File: src/rtl/cpu_pkg.sv
// Shared CPU front-end types and constants.
// Fetch state encoding and the {pc, instr} queue entry live here.
package cpu_pkg;

  localparam int XLEN = 32;
  localparam int ILEN = 32;
  localparam logic [XLEN-1:0] PC_STEP = XLEN'(4);

  typedef enum logic {
    FETCH_IDLE,
    FETCH_RUN
  } fetch_state_e;

  typedef struct packed {
    logic [XLEN-1:0] pc;
    logic [ILEN-1:0] instr;
  } fetch_entry_t;

  function automatic logic [XLEN-1:0] align_pc(
    input logic [XLEN-1:0] pc
  );
    return pc & ~XLEN'(3);
  endfunction

endpackage

File: src/rtl/sync_fifo.sv
// Small synchronous FIFO with flush and occupancy count.
// Storage is cleared on reset so the head reads zero until first push.
module sync_fifo #(
  parameter int WIDTH = 64,
  parameter int DEPTH = 4
) (
  input  logic                       clk_i,
  input  logic                       rst_i,
  input  logic                       push_i,
  input  logic                       pop_i,
  input  logic                       flush_i,
  input  logic [WIDTH-1:0]           data_i,
  output logic [WIDTH-1:0]           data_o,
  output logic [$clog2(DEPTH):0]     count_o,
  output logic                       empty_o
);

  localparam int AW = $clog2(DEPTH);
  localparam int CW = AW + 1;

  logic [WIDTH-1:0] mem [DEPTH];
  logic [AW-1:0]    rd_ptr;
  logic [AW-1:0]    wr_ptr;
  logic [CW-1:0]    count;
  logic             do_push;
  logic             do_pop;

  assign do_push = push_i && (count != CW'(DEPTH));
  assign do_pop  = pop_i && (count != '0);

  assign data_o  = mem[rd_ptr];
  assign count_o = count;
  assign empty_o = (count == '0);

  // Pointer, count and storage update; flush drops all entries.
  always_ff @(posedge clk_i) begin
    if (rst_i) begin
      rd_ptr <= '0;
      wr_ptr <= '0;
      count  <= '0;
      for (int i = 0; i < DEPTH; i++) begin
        mem[i] <= '0;
      end
    end else if (flush_i) begin
      rd_ptr <= '0;
      wr_ptr <= '0;
      count  <= '0;
    end else begin
      if (do_push) begin
        mem[wr_ptr] <= data_i;
        wr_ptr      <= wr_ptr + AW'(1);
      end
      if (do_pop) begin
        rd_ptr <= rd_ptr + AW'(1);
      end
      case ({do_push, do_pop})
        2'b10:   count <= count + CW'(1);
        2'b01:   count <= count - CW'(1);
        default: count <= count;
      endcase
    end
  end

endmodule

File: src/rtl/instr_fetch_queue.sv
// Fetch front end: PC sequencing, credit-limited imem requests,
// stale-response dropping on redirect and a prefetch queue to decode.
module instr_fetch_queue
  import cpu_pkg::*;
#(
  parameter int              DEPTH    = 4,
  parameter logic [XLEN-1:0] RESET_PC = 32'h0000_0000
) (
  input  logic            clk_i,
  input  logic            rst_i,
  input  logic            start_i,
  input  logic            redirect_i,
  input  logic [XLEN-1:0] redirect_pc_i,
  output logic            imem_req_o,
  output logic [XLEN-1:0] imem_addr_o,
  input  logic            imem_ready_i,
  input  logic            imem_valid_i,
  input  logic [ILEN-1:0] imem_data_i,
  output logic            instr_valid_o,
  output logic [ILEN-1:0] instr_o,
  output logic [XLEN-1:0] pc_o,
  input  logic            instr_ready_i
);

  localparam int CW = $clog2(DEPTH) + 1;
  localparam logic [CW:0] CAP = (CW+1)'(DEPTH);

  fetch_state_e    state;
  logic [XLEN-1:0] fetch_pc;
  logic [XLEN-1:0] resp_pc;
  logic [CW-1:0]   outstanding;
  logic [CW-1:0]   drop_cnt;

  logic [CW-1:0]   count;
  logic            empty;
  logic [CW:0]     inflight;
  logic            accept;
  logic            push;
  logic            pop;
  fetch_entry_t    push_entry;
  fetch_entry_t    head;

  // Every queued or in-flight instruction holds one slot of credit,
  // so a response can never find the queue full.
  assign inflight = {1'b0, count} + {1'b0, outstanding};

  assign imem_req_o  = (state == FETCH_RUN) && !redirect_i
                     && (inflight < CAP);
  assign imem_addr_o = fetch_pc;
  assign accept      = imem_req_o && imem_ready_i;

  assign push = imem_valid_i && !redirect_i && (drop_cnt == '0);

  assign instr_valid_o = !empty && !redirect_i;
  assign pop           = instr_valid_o && instr_ready_i;

  assign push_entry.pc    = resp_pc;
  assign push_entry.instr = imem_data_i;

  assign instr_o = head.instr;
  assign pc_o    = head.pc;

  sync_fifo #(
    .WIDTH ($bits(fetch_entry_t)),
    .DEPTH (DEPTH)
  ) u_fifo (
    .clk_i   (clk_i),
    .rst_i   (rst_i),
    .push_i  (push),
    .pop_i   (pop),
    .flush_i (redirect_i),
    .data_i  (push_entry),
    .data_o  (head),
    .count_o (count),
    .empty_o (empty)
  );

  // Run state: leaves IDLE on start, only reset returns it.
  always_ff @(posedge clk_i) begin
    if (rst_i) begin
      state <= FETCH_IDLE;
    end else if (state == FETCH_IDLE && start_i) begin
      state <= FETCH_RUN;
    end
  end

  // Next request address; advances on accept, reloads on redirect.
  always_ff @(posedge clk_i) begin
    if (rst_i) begin
      fetch_pc <= RESET_PC;
    end else if (redirect_i) begin
      fetch_pc <= align_pc(redirect_pc_i);
    end else if (accept) begin
      fetch_pc <= fetch_pc + PC_STEP;
    end
  end

  // PC tagged onto the next kept response.
  always_ff @(posedge clk_i) begin
    if (rst_i) begin
      resp_pc <= RESET_PC;
    end else if (redirect_i) begin
      resp_pc <= align_pc(redirect_pc_i);
    end else if (push) begin
      resp_pc <= resp_pc + PC_STEP;
    end
  end

  // Requests accepted by memory but not yet answered.
  always_ff @(posedge clk_i) begin
    if (rst_i) begin
      outstanding <= '0;
    end else begin
      case ({accept, imem_valid_i})
        2'b10:   outstanding <= outstanding + CW'(1);
        2'b01:   outstanding <= outstanding - CW'(1);
        default: outstanding <= outstanding;
      endcase
    end
  end

  // Responses still owed for fetches made before the last redirect;
  // a response landing in the redirect cycle is already discarded.
  always_ff @(posedge clk_i) begin
    if (rst_i) begin
      drop_cnt <= '0;
    end else if (redirect_i) begin
      drop_cnt <= outstanding - CW'(imem_valid_i);
    end else if (imem_valid_i && drop_cnt != '0) begin
      drop_cnt <= drop_cnt - CW'(1);
    end
  end

endmodule

File: config.mk
export PLATFORM = sky130hd
export DESIGN_NAME = instr_fetch_queue
export DESIGN_NICKNAME = d
export VERILOG_FILES = /design/src/rtl/cpu_pkg.sv /design/src/rtl/sync_fifo.sv /design/src/rtl/instr_fetch_queue.sv
export SDC_FILE = /design/constraint.sdc
export NUM_CORES = 1
export LEC_CHECK = 0
export CORE_ASPECT_RATIO = 0.7
export CORE_UTILIZATION = 57
export CTS_CLUSTER_SIZE = 10
export DETAILED_ROUTE_END_ITERATION = 8
export PLACE_DENSITY = 0.77
export SETUP_SLACK_MARGIN = 0.5
export SLEW_MARGIN = 20
export SYNTH_ARGS = -nofsm -noshare
export SYNTH_HDL_FRONTEND = slang
export SYNTH_SLANG_ARGS = --single-unit
File: constraint.sdc
create_clock -name clk_i -period 5.5 [get_ports clk_i]
set_clock_uncertainty 0.1 [all_clocks]
set_input_delay 0.55 -clock clk_i [delete_from_list [all_inputs] [get_ports clk_i]]
set_output_delay 0.55 -clock clk_i [all_outputs]
set_load 0.05 [all_outputs]
Word-level counts from Yosys, hierarchy flattened
Memories as Yosys holds them, arrays and structs flattened. A register that Yosys moved wholly into a read port is not among the register bits.
Cells that the tools add are included.
{"block": "totals", "memories": 1, "ff_bits": 78, "elab_cells": 72, "mem_bits_rw": 256}
{"memory": "u_fifo.mem", "words": 4, "word_bits": 64, "rd": 1, "rd_ports_with_merged_regs": 1, "write_ports": 4, "line_no": "sync_fifo.sv:21", "text": "logic [WIDTH-1:0] mem [DEPTH];"}
{"block": "classes", "n_lt_le_gt_ge": 1, "addsub": 11, "reduce_logical": 24, "bitwise_logic": 1, "eq_ne": 5, "muxes": 19}
{"operator": "$mux W32", "n": 4}
{"operator": "$add A32 B3 Y32 const B", "n": 2}
{"operator": "$mux W64", "n": 1}
{"operator": "$reduce_or A64 Y1", "n": 1}
{"operator": "$pmux W3 S2", "n": 2}
{"operator": "$logic_and A1 B1 Y1", "n": 11}
{"operator": "$reduce_bool A2 Y1", "n": 5}
{"operator": "$sub A3 B1 Y3 const B", "n": 3}
{"operator": "$mux W1", "n": 7}
{"operator": "$add A3 B1 Y3 const B", "n": 2}
{"operator": "$logic_not A3 Y1", "n": 2}
{"operator": "$mux W2", "n": 3}
{"operator": "$mux W3", "n": 2}
{"operator": "$reduce_bool A3 Y1", "n": 2}
{"operator": "$add A2 B1 Y2 const B", "n": 2}
{"operator": "$add A3 B3 Y4", "n": 1}
{"operator": "$eq A2 B1 Y1 const B", "n": 2}
{"operator": "$eq A2 B2 Y1 const B", "n": 2}
{"operator": "$lt A4 B3 Y1 const B", "n": 1}
{"operator": "$ne A3 B3 Y1 const B", "n": 1}
{"operator": "$sub A3 B1 Y3", "n": 1}
{"operator": "$logic_not A1 Y1", "n": 2}
{"operator": "$reduce_or A2 Y1", "n": 1}
{"operator": "$not A1 Y1", "n": 1}

Logic depth before layout (Yosys ltp)
Gate-level depths: netlist of run 1.
{"block": "depth", "depth_word": 10, "mapped_depth": 13}

Cells and area by module
From an unflattened synthesis of run 1, not the netlist that was laid out.
{"block": "unflattened", "cells_unflattened": 1145, "hier_area_um2": 15305.9}
{"module": "sync_fifo", "cells_per_inst": 673, "area_per_inst_um2": 11468.5, "instances": 1, "seq_area_each_um2": 7867.5}
{"module": "instr_fetch_queue", "cells_per_inst": 472, "area_per_inst_um2": 3837.4, "instances": 1, "seq_area_each_um2": 1341.3}

Least setup slack after synthesis of run 1
No wires, ideal clock.
{"block": "synth_path", "kind": "register -> register", "start": "reg drop_cnt[0]", "end": "mem u_fifo.mem[1][0], enable pin", "period_less_slack_ps": 4897, "setup_ps": 495, "setup_slack_ps": 603, "path_stages_with_launch": 7, "arrival_ps": 4303, "cell_sequence": "dfxtp_1 inv_1 ha_1 nand3b_4 a211oi_1 nand2_1 o21bai_1"}
{"item": "start, declared", "line_no": "instr_fetch_queue.sv:32", "text": "logic [CW-1:0] drop_cnt;"}
{"item": "start signal, assigned", "line_no": "instr_fetch_queue.sv:128", "text": "drop_cnt <= outstanding - CW'(imem_valid_i);"}
{"item": "start signal, assigned", "line_no": "instr_fetch_queue.sv:130", "text": "drop_cnt <= drop_cnt - CW'(1);"}
{"item": "end, declared", "line_no": "sync_fifo.sv:21"}

==> results of run 1 <==
[routing by layer]
| layer | up-vias | global-route usage | routed length, um |
|---|---|---|---|
| met1 | 4781 | 0.376 | 15300 |
| li1 | 4507 | - | - |
| met5 | - | 0 | 0 |
| met4 | 0 | 0.0634 | 491 |
| met3 | 40 | 0.0399 | 2660 |
| met2 | 403 | 0.400 | 15200 |
[flip-flops by register name, summed over array words and instances, names as in the netlist, named ones only]
register and flops:
u_fifo.mem 248, drop_cnt 3, outstanding 3, state 1, imem_addr_o 30, u_fifo.wr_ptr 2, resp_pc 30, u_fifo.count_o 3
u_fifo.rd_ptr 2
[cell families (layout without fill, tap and decap cells)]
| group | count (synthesis) | count (layout) | synth area share |
|---|---|---|---|
| AOI/OAI and AO/OA | 121 | 121 | 0.0542 |
| xor gates and xnor gates | 36 | 36 | 0.0210 |
| adders and majority gates | 12 | 12 | 0.0110 |
| buffers and inverters | 111 | 254 | 0.0309 |
| DFF | 324 | 324 | 0.599 |
| muxes | 68 | 68 | 0.0974 |
| other | 1 | 4 | 0.000250 |
| and+or+nand+nor | 474 | 474 | 0.187 |
[worst paths after layout]
path | endpoint | start | slack (ns) | cells after the start
max | pc_o[16] | flop | 1.76 | 3
min | state | state | 0.39 | 2
max reg2reg | u_fifo.mem[0][0] | drop_cnt[0] | 2.41 | 6
min reg2reg | state | state | 0.39 | 2
[cell type report]
class / instances / area [um2]
multi-input combinational: 715 / 5590
inverter: 23 / 87.6
fill: 1747 / 7880
clock buffer: 50 / 1020
timing repair buffer: 178 / 1750
clock inverter: 3 / 40.0
tap: 331 / 414
sequential: 324 / 8970
[layout by cell type, fill, tap and decap left out, types with 15 or more instances in the layout]
cell	Yosys	final
a211oi_1	19	19
a21oi_1	34	34
a31oi_1	15	15
and2_1	193	193
and3_1	71	71
buf_4	5	15
clkbuf_16	0	39
clkdlybuf4s50_1	0	161
dfxtp_1	76	74
edfxtp_1	248	248
inv_1	21	21
mux4_2	62	62
nand2_1	53	53
nand3_1	27	27
nand4_1	16	16
nor2_1	47	46
o21ai_0	15	15
xnor2_1	16	16
xor2_1	20	20
[report_power, final]
| part | leakage [nW] | internal (mW) | switching (mW) | total (mW) |
|---|---|---|---|---|
| combinational | 2.79 | 0.236 | 0.394 | 0.630 |
| sequential | 3.20 | 2.76 | 0.0812 | 2.84 |
| clock | 0.508 | 1.28 | 0.936 | 2.22 |
[worst register-to-register path, delay by kind of cell (launching register included)]
| kind | cells | cell delay [ns] |
|---|---|---|
| DFF | 1 | 0.29 |
| buffers and inverters | 2 | 0.43 |
| adders and majority gates | 1 | 0.29 |
| and+or+nand+nor | 1 | 0.17 |
| AOI/OAI and AO/OA | 2 | 1.49 |
==> flow_summary.json, run 1 <==
{
  "synth-seq-cells": 324,
  "finalNonFillerCells": 1624,
  "rsz0062_at_grt": "no",
  "ctsHoldBuffers": 0,
  "end_kind": "primary output",
  "whs_ns": 0.392,
  "setup_slack_ns": 1.76,
  "placed_area_um2": 16800,
  "fin_nets": 1363,
  "die_w_um": 196,
  "dp_hpwl_um": 20300,
  "grt_pass1_wl_um": 52800,
  "drive_above_1_share": 0.114,
  "min_path_type": "reg2reg",
  "initial_core_util": 0.582,
  "final.setup.tns_ns": 0,
  "routedWlPerCell_um": 20.7,
  "post-place-cells": 1571,
  "cpPeakStageDelay_ns": 0.79,
  "dieArea_um2": 26900,
  "critPathSlowestCell": "dfxtp_4",
  "syn_to_final_growth_pct": 19.3,
  "clock-sinks": 324,
  "gp_routability_congestion": 0.849,
  "hold_violations": 0,
  "synthTopCellsByCount": "edfxtp_1 (248), and2_1 (193), dfxtp_1 (76), and3_1 (71), mux4_2 (62)",
  "routed_wl_um": 33600,
  "drt-initial-drc-count": 765,
  "yosys.area.top_type": "edfxtp_1",
  "slew_headroom": 0.286,
  "ys_top_cells_by_area": "edfxtp_1 (50%), dfxtp_1 (10%), mux4_2 (9.3%), and2_1 (8.1%), and3_1 (3.0%)",
  "pre_cts_slack_ns": 1.75,
  "cpLargestDelayFamily": "buffers and inverters",
  "final.min_clock_period_ns": 3.74,
  "viasPerCell": 5.99,
  "drt_drc_violations_left": 0,
  "path_cells": "buf_4 > mux4_2 > clkdlybuf4s50_1",
  "syn_inst": 1147,
  "cts_max_path_buffers": 3,
  "htree_levels": 2,
  "num_antenna_cells": 0,
  "stdcell_area_um2": 17900,
  "ys_types": 63,
  "synth_top_area_share": 0.497,
  "synth_edf_count": 248,
  "rows": 49,
  "fin_crit_sh": 0.681,
  "detail-route-antenna-nets": 0,
  "ys_seq_area_frac": 0.599,
  "grt_overflow": 0,
  "path_class": "reg2out",
  "crit_fanout": 33,
  "grt_pass1_vias": 9492,
  "clkTransAtPathRegs_ns": 0.06,
  "insertion_delay_ns": 0.52,
  "worstPathRequired_ns": 4.85,
  "drv_slew": 0,
  "ys.warnings.count": 0,
  "cp.arrival_ns": 3.09,
  "ioPinCount": 169,
  "max-vdd-ir-drop_uv": 197,
  "grtUsageTotal": 0.255,
  "drv_cap": 0,
  "die_y_um": 138,
  "cts-resized-gates": 0,
  "cts_setup_buffers": 0,
  "p_leak_nw": 6.49,
  "fmax_mhz": 267,
  "avgSynthCellArea_um2": 13.1,
  "vias": 9731,
  "core_um2": 25700,
  "worst_pin_slew_ns": 1.07,
  "grt_max_degree": 76,
  "antenna_found_initial": 0,
  "post-route-util": 0.694,
  "setup_viol": 0,
  "path_buf_inv": 2,
  "synth_ff_type": "edfxtp_1",
  "fin_total_pwr_mw": 5.69,
  "cp-start-kind": "flop",
  "status": "finished clean",
  "cts_buffers": 38,
  "yosysMostFrequentCell": "edfxtp_1",
  "dr.pass1.iters": 5,
  "portBuffers": 162,
  "cts_tree": "yes",
  "cts_root_buf": "clkbuf_16",
  "synthArstFlopShare": 0,
  "powerDensity_nw_per_um2": 318,
  "synth.cell_area_um2": 15000
}
(Power assumes the default switching activity.)
==> run 2: changes to the inputs <==
==> constraint.sdc (replaced) <==
create_clock -name clk_i -period 3.5 [get_ports clk_i]
set_clock_uncertainty 0.1 [all_clocks]
set_input_delay 0.35 -clock clk_i [delete_from_list [all_inputs] [get_ports clk_i]]
set_output_delay 0.35 -clock clk_i [all_outputs]
set_load 0.05 [all_outputs]
==> flow_summary.json, run 2 (same netlist as run 1, synthesis figures left out) <==
{
  "setup_viol": 0,
  "pre_cts_slack_ns": 0.532,
  "rows": 49,
  "fin_nets": 1373,
  "drv_slew": 0,
  "viasPerCell": 6.01,
  "layout_commonest_cell": "edfxtp_1",
  "final_cell_mix": "edfxtp_1 (248), and2_1 (193), clkdlybuf4s50_1 (106)",
  "rsz0062_at_grt": "no",
  "dr.pass1.iters": 5,
  "final.min_clock_period_ns": 2.87,
  "routed_wl_um": 34300,
  "cp.arrival_ns": 2.42,
  "powerDensity_nw_per_um2": 496,
  "stdcell_area_um2": 18100,
  "setup_slack_ns": 0.629,
  "seq_area_um2": 8970,
  "die_y_um": 138,
  "drt_drc_violations_left": 0,
  "grt_max_degree": 126,
  "detail-route-antenna-nets": 0,
  "drive_above_1_share": 0.120,
  "worst_pin_slew_ns": 0.837,
  "fin_total_pwr_mw": 8.95,
  "grt_pass1_vias": 9734,
  "core_um2": 25700,
  "grt_pass1_wl_um": 52800,
  "max-vdd-ir-drop_uv": 303,
  "end_kind": "primary output",
  "regMostFlops": "u_fifo.mem",
  "cts_buffers": 38,
  "crit_fanout": 20,
  "insertion_delay_ns": 0.51,
  "vias": 9826,
  "drv_cap": 0,
  "cts_tree": "yes",
  "routedWlPerCell_um": 21.0,
  "p_leak_nw": 6.86,
  "multi_input_area_um2": 5590,
  "status": "finished clean",
  "grt_overflow": 0,
  "dieArea_um2": 26900,
  "htree_levels": 2,
  "clkTransAtPathRegs_ns": 0.05,
  "post-route-util": 0.701,
  "drt-initial-drc-count": 858,
  "placed_area_um2": 17000,
  "num_antenna_cells": 0,
  "finalNonFillerCells": 1634,
  "antenna_found_initial": 0,
  "dp_hpwl_um": 20800,
  "cts_root_buf": "clkbuf_16",
  "final.setup.tns_ns": 0,
  "path_class": "reg2out",
  "hold_violations": 0,
  "initial_core_util": 0.582,
  "ioPinCount": 169,
  "r2r_slack_ns": 0.95,
  "largest_register_ffs": 248,
  "portBuffers": 162,
  "whs_ns": 0.180,
  "worstPathRequired_ns": 3.05,
  "fmax_mhz": 348,
  "fin_crit_sh": 0.820,
  "syn_to_final_growth_pct": 20.5,
  "slew_headroom": 0.442,
  "clock-sinks": 324,
  "die_w_um": 196,
  "cts_max_path_buffers": 3,
  "post-place-cells": 1580,
  "min_path_type": "in2reg",
  "cp-start-kind": "flop",
  "gp_routability_congestion": 0.900,
  "grtUsageTotal": 0.254,
  "n_fill_cell": 1833
}
==> run 2: cell types whose count changed in the layout (fill, tap and decap cells not counted), sizes merged <==
cell / delta
clkbuf: +1
clkinv: -3
inv: +2
clkdlybuf4s50: -55
dlygate4sd2: +41
dlymetal6s2s: +13
clkinvlp: -1
bufinv: +1
buf: +11
==> run 2: power by group <==
| part | internal [mW] | switching (mW) |
|---|---|---|
| Clock | 2.09 | 1.43 |
| Combinational | 0.357 | 0.620 |
| Sequential | 4.33 | 0.126 |
==> run 2: per-layer routing <==
metal / GRT usage / wire (um) / share of wire
met1: 0.360 / 15300 / 0.45
met2: 0.402 / 16100 / 0.47
met3: 0.0531 / 2210 / 0.064
met4: 0.0712 / 633 / 0.018
met5: 0 / 0 / 0
==> run 2: cell type report <==
type,count,share of cell area
Sequential cell,324,0.497
Multi-Input combinational cell,715,0.310
Timing Repair Buffer,188,0.107
Clock buffer,51,0.0565
Tap cell,331,0.0229
Inverter,23,0.00478
Clock inverter,2,0.00215
==> run 2: path summary, 6_finish.rpt <==
path	end	cells past startpoint	start
worst max register to register	u_fifo.count_o[2]	8	u_fifo.count_o[2]
worst min register to register	state	2	state
worst min-delay path	drop_cnt[1]	3	redirect_i
worst max-delay path	pc_o[8]	2	flop
==> run 2: worst max-delay path, cell delays in order, from the launching register on <==
cell,delay (ns)
dfxtp_2,0.71
mux4_2,0.38
clkdlybuf4s50_1,0.82
==> run 2: what timing repair did <==
item	in CTS	in global routing
gates resized for setup	41	13
hold buffers	0	0
cloned	0	0
buffers inserted	1	0
setup endpoints to repair	44	13
